File: config.mk
export PLATFORM = sky130hd
export DESIGN_NAME = seg_scan_capture
export DESIGN_NICKNAME = d
export VERILOG_FILES = /design/src/rtl/seg_scan_capture.sv
export SDC_FILE = /design/constraint.sdc
export NUM_CORES = 1
export LEC_CHECK = 0
export CAP_MARGIN = 20
export CORE_MARGIN = 2
export CORE_UTILIZATION = 50
export CTS_CLUSTER_SIZE = 16
export DETAILED_ROUTE_END_ITERATION = 7
export GPL_TIMING_DRIVEN = 0
export PLACE_DENSITY = 0.72
export SYNTH_ARGS = -nofsm -noshare
export SYNTH_HDL_FRONTEND = slang
export SYNTH_SLANG_ARGS = --single-unit
File: constraint.sdc
create_clock -name sysclock -period 3 [get_ports sysclock]
set_input_delay 0.9 -clock sysclock [delete_from_list [all_inputs] [get_ports sysclock]]
set_output_delay 0.9 -clock sysclock [all_outputs]
set_load 0.01 [all_outputs]
File: src/rtl/seg_scan_capture.sv
// Reads back a multiplexed 4-digit seven-segment scan: synchronizes and debounces the
// anode/segment lines, decodes each digit to BCD and assembles complete frames.
module seg_scan_capture #(
  parameter int STABLE_CYCLES  = 4,
  parameter int TIMEOUT_CYCLES = 1024
) (
  input  logic        sysclock,
  input  logic        reset,
  input  logic [3:0]  annode,
  input  logic [7:0]  segs,
  output logic [15:0] value,
  output logic [3:0]  dp,
  output logic        frame_valid,
  output logic        frame_err,
  output logic        bad_pattern,
  output logic [1:0]  scan_state
);

  typedef enum logic [1:0] {HUNT, EXP1, EXP2, EXP3} state_t;

  localparam logic [7:0]  STAB_M1 = 8'(STABLE_CYCLES - 1);
  localparam logic [15:0] TMO_M1  = 16'(TIMEOUT_CYCLES - 1);

  logic [3:0]  an_s1, an_s2, an_prev;
  logic [7:0]  sg_s1, sg_s2, sg_prev;
  logic [7:0]  stab_cnt;
  logic [15:0] tmo_cnt, tmo_nxt;
  state_t      state, state_nxt, adv_state;
  logic [3:0]  dig [4];
  logic [3:0]  dig_dp;
  logic        load_pend, load_nxt;
  logic        err_nxt, store_en;
  logic        accept, blank, hit, one_hot, pat_ok, digit_ok;
  logic [1:0]  k;
  logic [3:0]  seg_bcd;

  assign scan_state = state;

  // The previous sample is the stable value once the counter has run up.
  assign accept = (stab_cnt == STAB_M1);
  assign blank  = (an_prev == 4'hF);
  assign hit    = accept && !blank;

  always_comb begin
    k       = 2'd0;
    one_hot = 1'b1;
    case (an_prev)
      4'hE:    k = 2'd0;
      4'hD:    k = 2'd1;
      4'hB:    k = 2'd2;
      4'h7:    k = 2'd3;
      default: one_hot = 1'b0;
    endcase
  end

  always_comb begin
    seg_bcd = 4'd0;
    pat_ok  = 1'b1;
    case (sg_prev[6:0])
      7'h40:   seg_bcd = 4'd0;
      7'h79:   seg_bcd = 4'd1;
      7'h24:   seg_bcd = 4'd2;
      7'h30:   seg_bcd = 4'd3;
      7'h19:   seg_bcd = 4'd4;
      7'h12:   seg_bcd = 4'd5;
      7'h02:   seg_bcd = 4'd6;
      7'h78:   seg_bcd = 4'd7;
      7'h00:   seg_bcd = 4'd8;
      7'h10:   seg_bcd = 4'd9;
      default: pat_ok = 1'b0;
    endcase
  end

  assign digit_ok = hit && one_hot && pat_ok;

  always_comb begin
    state_nxt = state;
    tmo_nxt   = tmo_cnt;
    err_nxt   = 1'b0;
    store_en  = 1'b0;
    load_nxt  = 1'b0;
    adv_state = HUNT;
    case (state)
      EXP1:    adv_state = EXP2;
      EXP2:    adv_state = EXP3;
      default: adv_state = HUNT;
    endcase
    if (state == HUNT) begin
      tmo_nxt = 16'd0;
      if (digit_ok && k == 2'd0) begin
        store_en  = 1'b1;
        state_nxt = EXP1;
      end
    end else begin
      tmo_nxt = tmo_cnt + 16'd1;
      if (hit) begin
        tmo_nxt = 16'd0;
        if (digit_ok && k == state) begin
          store_en  = 1'b1;
          state_nxt = adv_state;
          load_nxt  = (state == EXP3);
        end else if (digit_ok && k == 2'd0) begin
          // Restart: the scan wrapped early, keep the new ones digit.
          err_nxt   = 1'b1;
          store_en  = 1'b1;
          state_nxt = EXP1;
        end else begin
          err_nxt   = 1'b1;
          state_nxt = HUNT;
        end
      end else if (tmo_cnt == TMO_M1) begin
        err_nxt   = 1'b1;
        state_nxt = HUNT;
        tmo_nxt   = 16'd0;
      end
    end
  end

  always_ff @(posedge sysclock) begin
    if (!reset) begin
      an_s1       <= 4'hF;
      an_s2       <= 4'hF;
      an_prev     <= 4'hF;
      sg_s1       <= 8'hFF;
      sg_s2       <= 8'hFF;
      sg_prev     <= 8'hFF;
      stab_cnt    <= 8'd0;
      tmo_cnt     <= 16'd0;
      state       <= HUNT;
      for (int i = 0; i < 4; i++) dig[i] <= 4'd0;
      dig_dp      <= 4'h0;
      load_pend   <= 1'b0;
      value       <= 16'h0000;
      dp          <= 4'h0;
      frame_valid <= 1'b0;
      frame_err   <= 1'b0;
      bad_pattern <= 1'b0;
    end else begin
      an_s1   <= annode;
      an_s2   <= an_s1;
      an_prev <= an_s2;
      sg_s1   <= segs;
      sg_s2   <= sg_s1;
      sg_prev <= sg_s2;
      if ({an_s2, sg_s2} != {an_prev, sg_prev}) stab_cnt <= 8'd0;
      else if (stab_cnt != 8'hFF)               stab_cnt <= stab_cnt + 8'd1;
      state   <= state_nxt;
      tmo_cnt <= tmo_nxt;
      if (store_en) begin
        dig[k]    <= seg_bcd;
        dig_dp[k] <= ~sg_prev[7];
      end
      load_pend   <= load_nxt;
      frame_valid <= load_pend;
      if (load_pend) begin
        value <= {dig[3], dig[2], dig[1], dig[0]};
        dp    <= dig_dp;
      end
      frame_err <= err_nxt;
      if (hit && !pat_ok) bad_pattern <= 1'b1;
    end
  end

endmodule

==> results of run 1 <==
-- synthesized netlist by cell type (2+ instances only) --
cell type	count
ha_1	5
mux2i_1	23
o21ai_0	2
buf_2	2
o21a_1	2
buf_1	3
nor2_1	59
and3_1	7
nand4b_1	3
nor4_1	5
nor3_1	18
and2_1	2
a31oi_1	5
a21oi_1	6
nand3b_1	2
inv_1	6
clkbuf_1	13
dfxtp_1	90
xor2_1	19
clkbuf_8	3
or2_2	2
o31ai_1	2
nand2_1	23
and4_1	2
nand2b_1	38
nand3_1	18
nand4_1	7
xnor2_1	12
edfxtp_1	16
buf_6	2
-- flip-flops by register name (all words and copies together), names as in the netlist --
register,count
dig,16
tmo_cnt,16
value,16
sg_prev,8
sg_s1,8
sg_s2,8
stab_cnt,8
an_prev,4
an_s1,4
an_s2,4
dig_dp,4
dp,4
scan_state,2
bad_pattern,1
frame_err,1
frame_valid,1
load_pend,1
-- logic make-up (layout without fill, tap and decap cells) --
group           count (synthesis)  count (layout)  share of synthesized area (%)
fa+ha+maj                       5               5                           1.45
compound gates                 32              32                           5.72
buf+inv                        31              84                           3.89
simple gates                  199             199                           24.3
xor+xnor                       31              31                           6.30
flops                         106             106                           53.0
mux                            23              23                           5.35
-- power breakdown --
| group | switching [mW] | leakage, nW | internal (mW) |
|---|---|---|---|
| registers | 0.0112 | 0.897 | 1.47 |
| logic | 0.0524 | 0.741 | 0.0464 |
| clock network | 0.476 | 0.0962 | 0.392 |
| total | 0.539 | 1.73 | 1.90 |
-- metrics by stage --
step	setup slack [ns]	utilization, %	total power, mW	hold slack [ns]
5_1_grt	0.0863	60.3	2.54	0.432
3_5_place_dp	0.218	57.9	1.61	0.391
3_3_place_gp	0.277	57.9	1.61	0.388
6_report	0.278	60.3	2.44	0.411
4_1_cts	0.200	60.3	2.47	0.413
2_1_floorplan	0.536	-	1.58	0.386
-- path summary, 6_finish.rpt --
check | start | to | slack [ns] | cells after the start
min | sg_s1[2]$_SDFF_PN1_ | sg_s2[2]$_SDFF_PN1_ | 0.41 | 1
min reg2reg | sg_s1[2]$_SDFF_PN1_ | sg_s2[2]$_SDFF_PN1_ | 0.41 | 1
max | stab_cnt[0]$_SDFFE_PP0P_ | tmo_cnt[11]$_SDFF_PP0_ | 0.28 | 7
max reg2reg | stab_cnt[0]$_SDFFE_PP0P_ | tmo_cnt[11]$_SDFF_PP0_ | 0.28 | 7
-- layout make-up --
class / instances / area (um2) / share of cell area (%)
inverter: 7 / 26.3 / 0.525
clock buffer: 9 / 124 / 2.47
tap: 105 / 131 / 2.62
sequential: 106 / 2280 / 45.6
clock inverter: 7 / 76.3 / 1.52
timing repair buffer: 37 / 370 / 7.39
multi-input combinational: 290 / 1860 / 37.1
buffer: 24 / 141 / 2.82
-- worst reg2reg max path, delay by kind of cell (launching register included) --
family                     cells  cell delay [ns]
and+or+nand+nor                4             1.38
buffers and inverters          1             0.41
DFF                            1             0.37
AOI/OAI and AO/OA              1             0.22
adders and majority gates      1             0.21
-- routing by layer --
metal	routed length (um)	vias up	part of all wire, %	track usage, %
met1	3520	1433	46	21.1
met2	3700	67	49	28.4
met3	302	5	4.0	3.83
li1	-	1562	-	-
met5	0	-	0	0
met4	74	0	0.97	4.33
==> results.toml, run 1 <==
[clock_tree]
cts_tree = "built"
cts_max_path_buffers = 2
root_buffer = "clkbuf_8"
cts_made_buffers = 9
insertion_delay_ns = 0.36
cts_num_sinks = 106
cts_resized = 0
cts_max_level = 3
postCtsSetupBuffers = 0
ctsHoldBuffers = 0
clk_pin_slew_worst_paths_ns = 0.10

[grt]
grt_pass1_wl_um = 13000
grt_usage_pct = 16.6
first_global_vias = 2858
antenna_found_initial = 0
gr-total-overflow = 0
grt_max_degree = 19

[timing]
fin_skew_ns = 0.0123
finalSetupTns_ns = 0
slew_viol_final = 0
fmax_ghz = 0.367
setup_viol = 0
worst_pin_slew_ns = 0.723
min_period_ns = 2.72
rsz0062_at_grt = "no"
finalHoldViolations = 0
period_share_pct = 90.7
slew-limit-headroom_pct = 51.8

[job]
drv_cap = 0

[floorplanning]
coreArea_um2 = 8300
dieArea_um2 = 9370
start_util_pct = 51.9
fp.dieW_um = 96.8
rows = 33
die_h_um = 96.8
io_pins = 39

[synth]
yosys-top-cells-area = "dfxtp_1 42%, edfxtp_1 11%, nand2b_1 5.5%"
syn-cell-area_um2 = 4310
synth_cell_types = 60
synth_top_area_cell = "dfxtp_1"
ys_async_sr_fraction_pct = 0
synth_area_per_cell_um2 = 10.1
ys_ff_latch = 106
yosysTopAreaCellShare_pct = 41.8
seq_area_frac_synth_pct = 53.0
synth_nets = 446
postSynthCellCount = 427
synthFlopType = "dfxtp_1"
synth_edf_count = 16
synth.yosys.warnings = 0

[cells_and_area]
drive_above_1_share_pct = 7.92
fillers = 704
final_cell_mix = "90 x dfxtp_1, 59 x nor2_1, 38 x nand2b_1"
layout_commonest_cell = "dfxtp_1"
fin_cells = 585
final_nets = 494
antenna_cells = 0
area_delta_synth_final_pct = 16.3
stdcell_area_um2 = 5010

[critical_path]
path_delay_family = "simple AND/OR/NAND/NOR gates"
worst-endpoint-arrival_ns = 2.95
crit_chain = "ha_1 > or4b_1 > nor4_1 > a22oi_1 > nand3b_1 > clkbuf_1 > nor2_1"
critical_path.max_fanout = 10
critPathLaunchType = "flop"
slowest_delay_ns = 0.52
crit_required_ns = 3.23
crit_slowest_cell = "nor4_1"
path_buf_inv = 1
end_kind = "flop"
path_class = "flop to flop"

[route]
wl_um = 7590
drtIter0Drc = 156
via_per_inst = 5.24
post_drt_wl_per_cell_um = 13.0
drt_pre_antenna_iters = 4
vias = 3067
drc = 0
ant_nets = 0

[power]
cellPowerDensity_nw_per_um2 = 488
p_leak_nw = 1.73
ir_drop_mv = 0.303

[placed_design]
dpl.cell_count = 569
port_buffers = 37
placed_cell_area_um2 = 4810
place.gp.congestion = 0.820
dp_hpwl_um = 5570

[status]
status = "complete, no violations"

[worst_hold_path]
worstHoldPathType = "flop to flop"
Note: power is estimated with default switching activity, not from simulation.
==> inputs of run 2 (changes only) <==
--- a/config.mk
+++ b/config.mk
@@ -5,6 +5,7 @@
 export SDC_FILE = /design/constraint.sdc
 export NUM_CORES = 1
 export LEC_CHECK = 0
+export ABC_AREA = 1
 export CAP_MARGIN = 20
 export CORE_MARGIN = 2
 export CORE_UTILIZATION = 50
@@ -12,6 +13,7 @@
 export DETAILED_ROUTE_END_ITERATION = 7
 export GPL_TIMING_DRIVEN = 0
 export PLACE_DENSITY = 0.72
+export REMOVE_ABC_BUFFERS = 1
 export SYNTH_ARGS = -nofsm -noshare
 export SYNTH_HDL_FRONTEND = slang
 export SYNTH_SLANG_ARGS = --single-unit
==> run 2 against run 1 <==
  * Critical path depth grew 1
  * Count of clock-buffer cells in the layout grew 3
  * Combinational power shrank 4.3%
  * Highest routed layer unchanged
  * Global-route usage grew 1.3 points
  * Sequential cell count is the same
  * Maximum frequency grew 4.6%
  * Synthesized cell count grew 19%
  * Sequential power is essentially flat
  * First-iteration DRC count shrank 43%
  * Worst hold slack gained 0.0065 ns
==> results.toml, run 2 <==
[synth]
ys_ff_latch = 106
synth_edf_count = 16
postSynthCellCount = 506
syn-cell-area_um2 = 4260
synth.yosys.warnings = 0
synth_cell_types = 38
synth_common_cells = "103 x nor2_1, 90 x dfxtp_1, 72 x nand2_1, 48 x inv_1, 31 x or2_2"
ys_async_sr_fraction_pct = 0
seq_area_frac_synth_pct = 53.5
synth_top_area_cell = "dfxtp_1"
yosys-top-cells-area = "dfxtp_1 42%, edfxtp_1 11%, nor2_1 9.1%"
yosysTopAreaCellShare_pct = 42.3
synthMostInstantiatedCell = "nor2_1"
synthFlopType = "dfxtp_1"
synth_area_per_cell_um2 = 8.43

[critical_path]
path_class = "primary input to flop"
critical_path.max_fanout = 31
r2r_end = "dig[3][2]$_DFFE_PP_"
end_kind = "flop"
reg2reg_from = "stab_cnt[0]$_SDFFE_PP0P_"
reg2reg_slack_ns = 0.87
critPathLaunchType = "primary input"
rr_worst_depth = 9
worst-endpoint-arrival_ns = 2.89
crit_required_ns = 3.28

[timing]
setup_viol = 0
slew-limit-headroom_pct = 56.7
finalSetupTns_ns = 0
finalHoldViolations = 0
fmax_ghz = 0.384
fin_skew_ns = 0.00850
period_share_pct = 86.7
min_period_ns = 2.60
rsz0062_at_grt = "no"
slew_viol_final = 0
worst_pin_slew_ns = 0.649

[placed_design]
place.gp.congestion = 0.827
port_buffers = 38
dp_hpwl_um = 5380
dpl.cell_count = 637
placed_cell_area_um2 = 4740

[cells_and_area]
top_regs = "dig (16), tmo_cnt (16), value (16)"
final_core_util_pct = 59.9
stdcell_area_um2 = 4950
area_delta_synth_final_pct = 16.0
layout_commonest_cell = "nor2_1"
final_nets = 563
antenna_cells = 0
final_cell_mix = "103 x nor2_1, 90 x dfxtp_1, 72 x nand2_1"
fin_cells = 653
drive_above_1_share_pct = 13.1

[floorplanning]
die_h_um = 96.4
rows = 33
fp.dieW_um = 96.4
io_pins = 39
dieArea_um2 = 9280
start_util_pct = 51.6
coreArea_um2 = 8260

[clock_tree]
postCtsSetupBuffers = 0
clk_pin_slew_worst_paths_ns = 0.09
root_buffer = "clkbuf_8"
insertion_delay_ns = 0.36
cts_max_path_buffers = 2
cts_num_sinks = 106
ctsHoldBuffers = 0
cts_max_level = 3
cts_tree = "built"
cts_made_buffers = 9

[route]
vias = 3225
drc = 0
drtIter0Drc = 89
ant_nets = 0
via_per_inst = 4.94
drt_pre_antenna_iters = 4
post_drt_wl_per_cell_um = 11.6
wl_um = 7550

[power]
cellPowerDensity_nw_per_um2 = 494
ir_drop_mv = 0.370
p_leak_nw = 2.18
total_power_mw = 2.44

[worst_hold_path]
hp-start = "sg_s1[6]$_SDFF_PN1_"
whs_endpoint = "sg_s2[6]$_SDFF_PN1_"
worstHoldPathType = "flop to flop"
holdPathStages = 1

[grt]
grt_pass1_wl_um = 12900
first_global_vias = 2958
gr-total-overflow = 0
grt_usage_pct = 17.9
grt_max_degree = 32
antenna_found_initial = 0

[job]
drv_cap = 0

[status]
status = "complete, no violations"
## run 2: changes by cell type after synthesis, sizes merged, moves of 6 or more
cell / previous run / this run
o21ai: 3 / 24
nor2: 59 / 108
inv: 6 / 51
nor3: 19 / 12
mux2i: 23 / 0
nand2: 23 / 81
and3: 8 / 2
buf: 8 / 2
xor2: 19 / 7
or2: 2 / 31
nand2b: 38 / 0
nand3: 18 / 25
## run 2: routing by layer
layer | wire, um | part of all wire (%) | global-route usage [%] | up-vias
met1 | 3540 | 47 | 21.4 | 1471
met3 | 247 | 3.3 | 3.76 | 13
met5 | 0 | 0 | 0 | -
li1 | - | - | - | 1683
met2 | 3590 | 48 | 30.2 | 58
met4 | 170 | 2.3 | 9.27 | 0
## run 2: worst max path at each step
stage | from | end | slack [ns] | cells after the start
floorplan | reset | tmo_cnt[11]$_SDFF_PP0_ | 1.06 | 6
global placement | reset | tmo_cnt[8]$_SDFF_PP0_ | -1.23 | 7
detailed placement | reset | tmo_cnt[11]$_SDFF_PP0_ | -0.44 | 8
CTS | reset | tmo_cnt[11]$_SDFF_PP0_ | 0.01 | 8
global route | reset | tmo_cnt[11]$_SDFF_PP0_ | 0.22 | 8
finish | reset | tmo_cnt[11]$_SDFF_PP0_ | 0.40 | 8
## run 2: cells by family after synthesis
kind of cell,Yosys count,share of synthesized area [%]
AOI/OAI and AO/OA,46,6.22
xor gates and xnor gates,14,2.88
adders and majority gates,5,1.47
buffers and inverters,65,5.78
DFF,106,53.5
and+or+nand+nor,270,30.1
## run 2: area by class of cell
cell class,count,area [um2]
tap,105,131
fill,752,3310
timing repair buffer,39,398
multi-input combinational,335,1740
timing repair inverter,1,5.00
clock inverter,3,40.0
sequential,106,2280
clock buffer,12,156
inverter,52,199
## run 2: metrics by stage
step                      hold WS, ns  setup slack (ns)
after floorplan                 0.393              1.06
after global placement          0.396             -1.23
after detailed placement        0.398            -0.444
after CTS                       0.419            0.0147
after global routing            0.428             0.217
final                           0.417             0.398
## run 2: timing repair
item                       4_1_cts  5_1_grt
gates resized for setup          1        1
gates cloned                     1        0
setup endpoints to repair        3       14
## run 2: where the power goes
group | leakage (nW) | internal [mW] | switching (mW)
Clock | 0.101 | 0.430 | 0.440
Combinational | 1.18 | 0.0437 | 0.0509
Sequential | 0.898 | 1.47 | 0.0134
## run 2: worst max-delay path, stage by stage
cell and delay (ns):
dlymetal6s2s_1 0.39, buf_8 0.28, clkinvlp_4 0.32, nor2_1 0.29, inv_1 0.07, nor2_1 0.23, inv_2 0.18, nor3b_1 0.21
==> inputs of run 3 (changes only) <==
--- a/config.mk
+++ b/config.mk
@@ -5,14 +5,13 @@
 export SDC_FILE = /design/constraint.sdc
 export NUM_CORES = 1
 export LEC_CHECK = 0
-export ABC_AREA = 1
 export CAP_MARGIN = 20
 export CORE_MARGIN = 2
-export CORE_UTILIZATION = 50
+export CORE_UTILIZATION = 30
 export CTS_CLUSTER_SIZE = 16
 export DETAILED_ROUTE_END_ITERATION = 7
 export GPL_TIMING_DRIVEN = 0
-export PLACE_DENSITY = 0.72
+export PLACE_DENSITY = 0.48
 export REMOVE_ABC_BUFFERS = 1
 export SYNTH_ARGS = -nofsm -noshare
 export SYNTH_HDL_FRONTEND = slang
==> run 3 against run 2 <==
  * Global-route usage fell by 6.8 points
  * Clock skew fell by 0.0023 ns
  * Critical path depth shrank 2
  * Highest routed layer unchanged
  * Register-to-register slack worse by 0.57 ns
  * Worst hold slack worse by 0.013 ns
  * Total power increased by 11%
  * Sequential cell count stayed put
  * Final cell count is 1.8% lower
==> results.toml, run 3 (same netlist as run 1, synthesis figures left out) <==
[floorplanning]
rows = 43
fp.dieW_um = 124
io_pins = 39
die_h_um = 124
dieArea_um2 = 15300
coreArea_um2 = 13900
start_util_pct = 30.9

[clock_tree]
cts_made_buffers = 9
root_buffer = "clkbuf_16"
cts_tree = "built"
cts_num_sinks = 106
cts_resized = 0
cts_max_level = 3
insertion_delay_ns = 0.35
postCtsSetupBuffers = 0
cts_max_path_buffers = 2
ctsHoldBuffers = 0
clk_pin_slew_worst_paths_ns = 0.06

[grt]
grt_pass1_wl_um = 13000
gr-total-overflow = 0
first_global_vias = 2737
grt_max_degree = 55
antenna_found_initial = 0
grt_usage_pct = 11.1

[placed_design]
dp_hpwl_um = 5300
port_buffers = 38
place.gp.congestion = 0.763
placed_cell_area_um2 = 4790
dpl.cell_count = 622
place_ws_ns = 0.0874

[route]
drt_pre_antenna_iters = 6
vias = 2918
post_drt_wl_per_cell_um = 12.1
drc = 0
ant_nets = 0
wl_um = 7750
drtIter0Drc = 105
via_per_inst = 4.55

[power]
ir_drop_mv = 0.362
cellPowerDensity_nw_per_um2 = 529
pwr-share-comb_pct = 3.2
intPower_mw = 2.16
seq_power_share_pct = 54.8
switchingPower_mw = 0.552
swShare_pct = 20.4
p_leak_nw = 1.76
pwr-share-clk_pct = 42.0

[timing]
slew_viol_final = 0
fin_skew_ns = 0.00625
finalSetupTns_ns = 0
fmax_ghz = 0.371
slew-limit-headroom_pct = 45.1
min_period_ns = 2.70
setup_viol = 0
finalHoldViolations = 0
whs_ns = 0.404
finalWorstSetupSlack_ns = 0.303
period_share_pct = 89.9
worst_pin_slew_ns = 0.816
rsz0062_at_grt = "no"

[cells_and_area]
stdcell_area_um2 = 5130
fin_cells = 641
final_nets = 476
drive_above_1_share_pct = 7.38
layout_commonest_cell = "dfxtp_1"
antenna_cells = 0
top_regs = "dig (16), tmo_cnt (16), value (16)"
area_delta_synth_final_pct = 19.1
final_cell_mix = "90 x dfxtp_1, 59 x nor2_1, 38 x nand2b_1"

[worst_hold_path]
worstHoldPathType = "flop to flop"
hp-start = "sg_s1[5]$_SDFF_PN1_"
whs_endpoint = "sg_s2[5]$_SDFF_PN1_"
holdPathStages = 1

[job]
drv_cap = 0

[critical_path]
critPathLaunchType = "flop"
reg2reg_slack_ns = 0.30
crit_required_ns = 3.21
reg2reg_from = "stab_cnt[0]$_SDFFE_PP0P_"
worst-endpoint-arrival_ns = 2.91
path_class = "flop to flop"
rr_worst_depth = 6
critical_path.max_fanout = 16
r2r_end = "tmo_cnt[8]$_SDFF_PP0_"
end_kind = "flop"

[status]
status = "complete, no violations"
==> run 3: area by class of cell <==
| class | count | area (um2) |
|---|---|---|
| timing repair buffer | 43 | 445 |
| clock buffer | 14 | 284 |
| fill | 1406 | 8810 |
| multi-input combinational | 290 | 1860 |
| clock inverter | 1 | 7.51 |
| tap | 180 | 225 |
| sequential | 106 | 2280 |
| inverter | 7 | 26.3 |
==> run 3: through the flow <==
stage	total power, mW	util [%]
after floorplan	1.56	-
after global placement	1.60	34.2
after detailed placement	1.61	34.3
after CTS	2.76	36.4
after global routing	2.82	36.8
final	2.71	36.8
==> run 3: worst max-delay path by stage <==
stage | to | start | slack [ns] | cells after the start
finish | tmo_cnt[8]$_SDFF_PP0_ | stab_cnt[0]$_SDFFE_PP0P_ | 0.30 | 6
global route | tmo_cnt[14]$_SDFF_PP0_ | stab_cnt[0]$_SDFFE_PP0P_ | 0.08 | 6
CTS | dig[3][1]$_DFFE_PP_ | stab_cnt[0]$_SDFFE_PP0P_ | 0.12 | 6
detailed placement | dig[1][1]$_SDFFCE_PN0P_ | reset | 0.09 | 5
global placement | dig[1][1]$_SDFFCE_PN0P_ | reset | -2.09 | 4
floorplan | dig[0][0]$_SDFFCE_PN0P_ | stab_cnt[0]$_SDFFE_PP0P_ | 0.46 | 6
==> run 3: critical path, stage by stage, from the launching register on <==
cell,delay [ns]
dfxtp_1,0.36
ha_1,0.22
or4b_1,0.47
nor4_1,0.64
a22oi_1,0.23
nand3b_1,0.52
nor2_1,0.11
==> run 3: power by group through the flow <==
stage | clock (mW) | sequential, mW | combinational, mW
after floorplan | 0 | 1.51 | 0.0488
after global placement | 0 | 1.52 | 0.0866
after detailed placement | 0 | 1.52 | 0.0888
after CTS | 1.18 | 1.49 | 0.0890
after global routing | 1.24 | 1.49 | 0.0973
final | 1.14 | 1.49 | 0.0864
==> run 3: per-layer routing <==
metal | share of wire (%) | global-route usage [%] | wire length (um)
met5 | 0 | 0 | 0
met4 | 3.0 | 6.53 | 236
met3 | 5.0 | 3.89 | 389
met2 | 44 | 16.8 | 3390
met1 | 48 | 13.4 | 3740
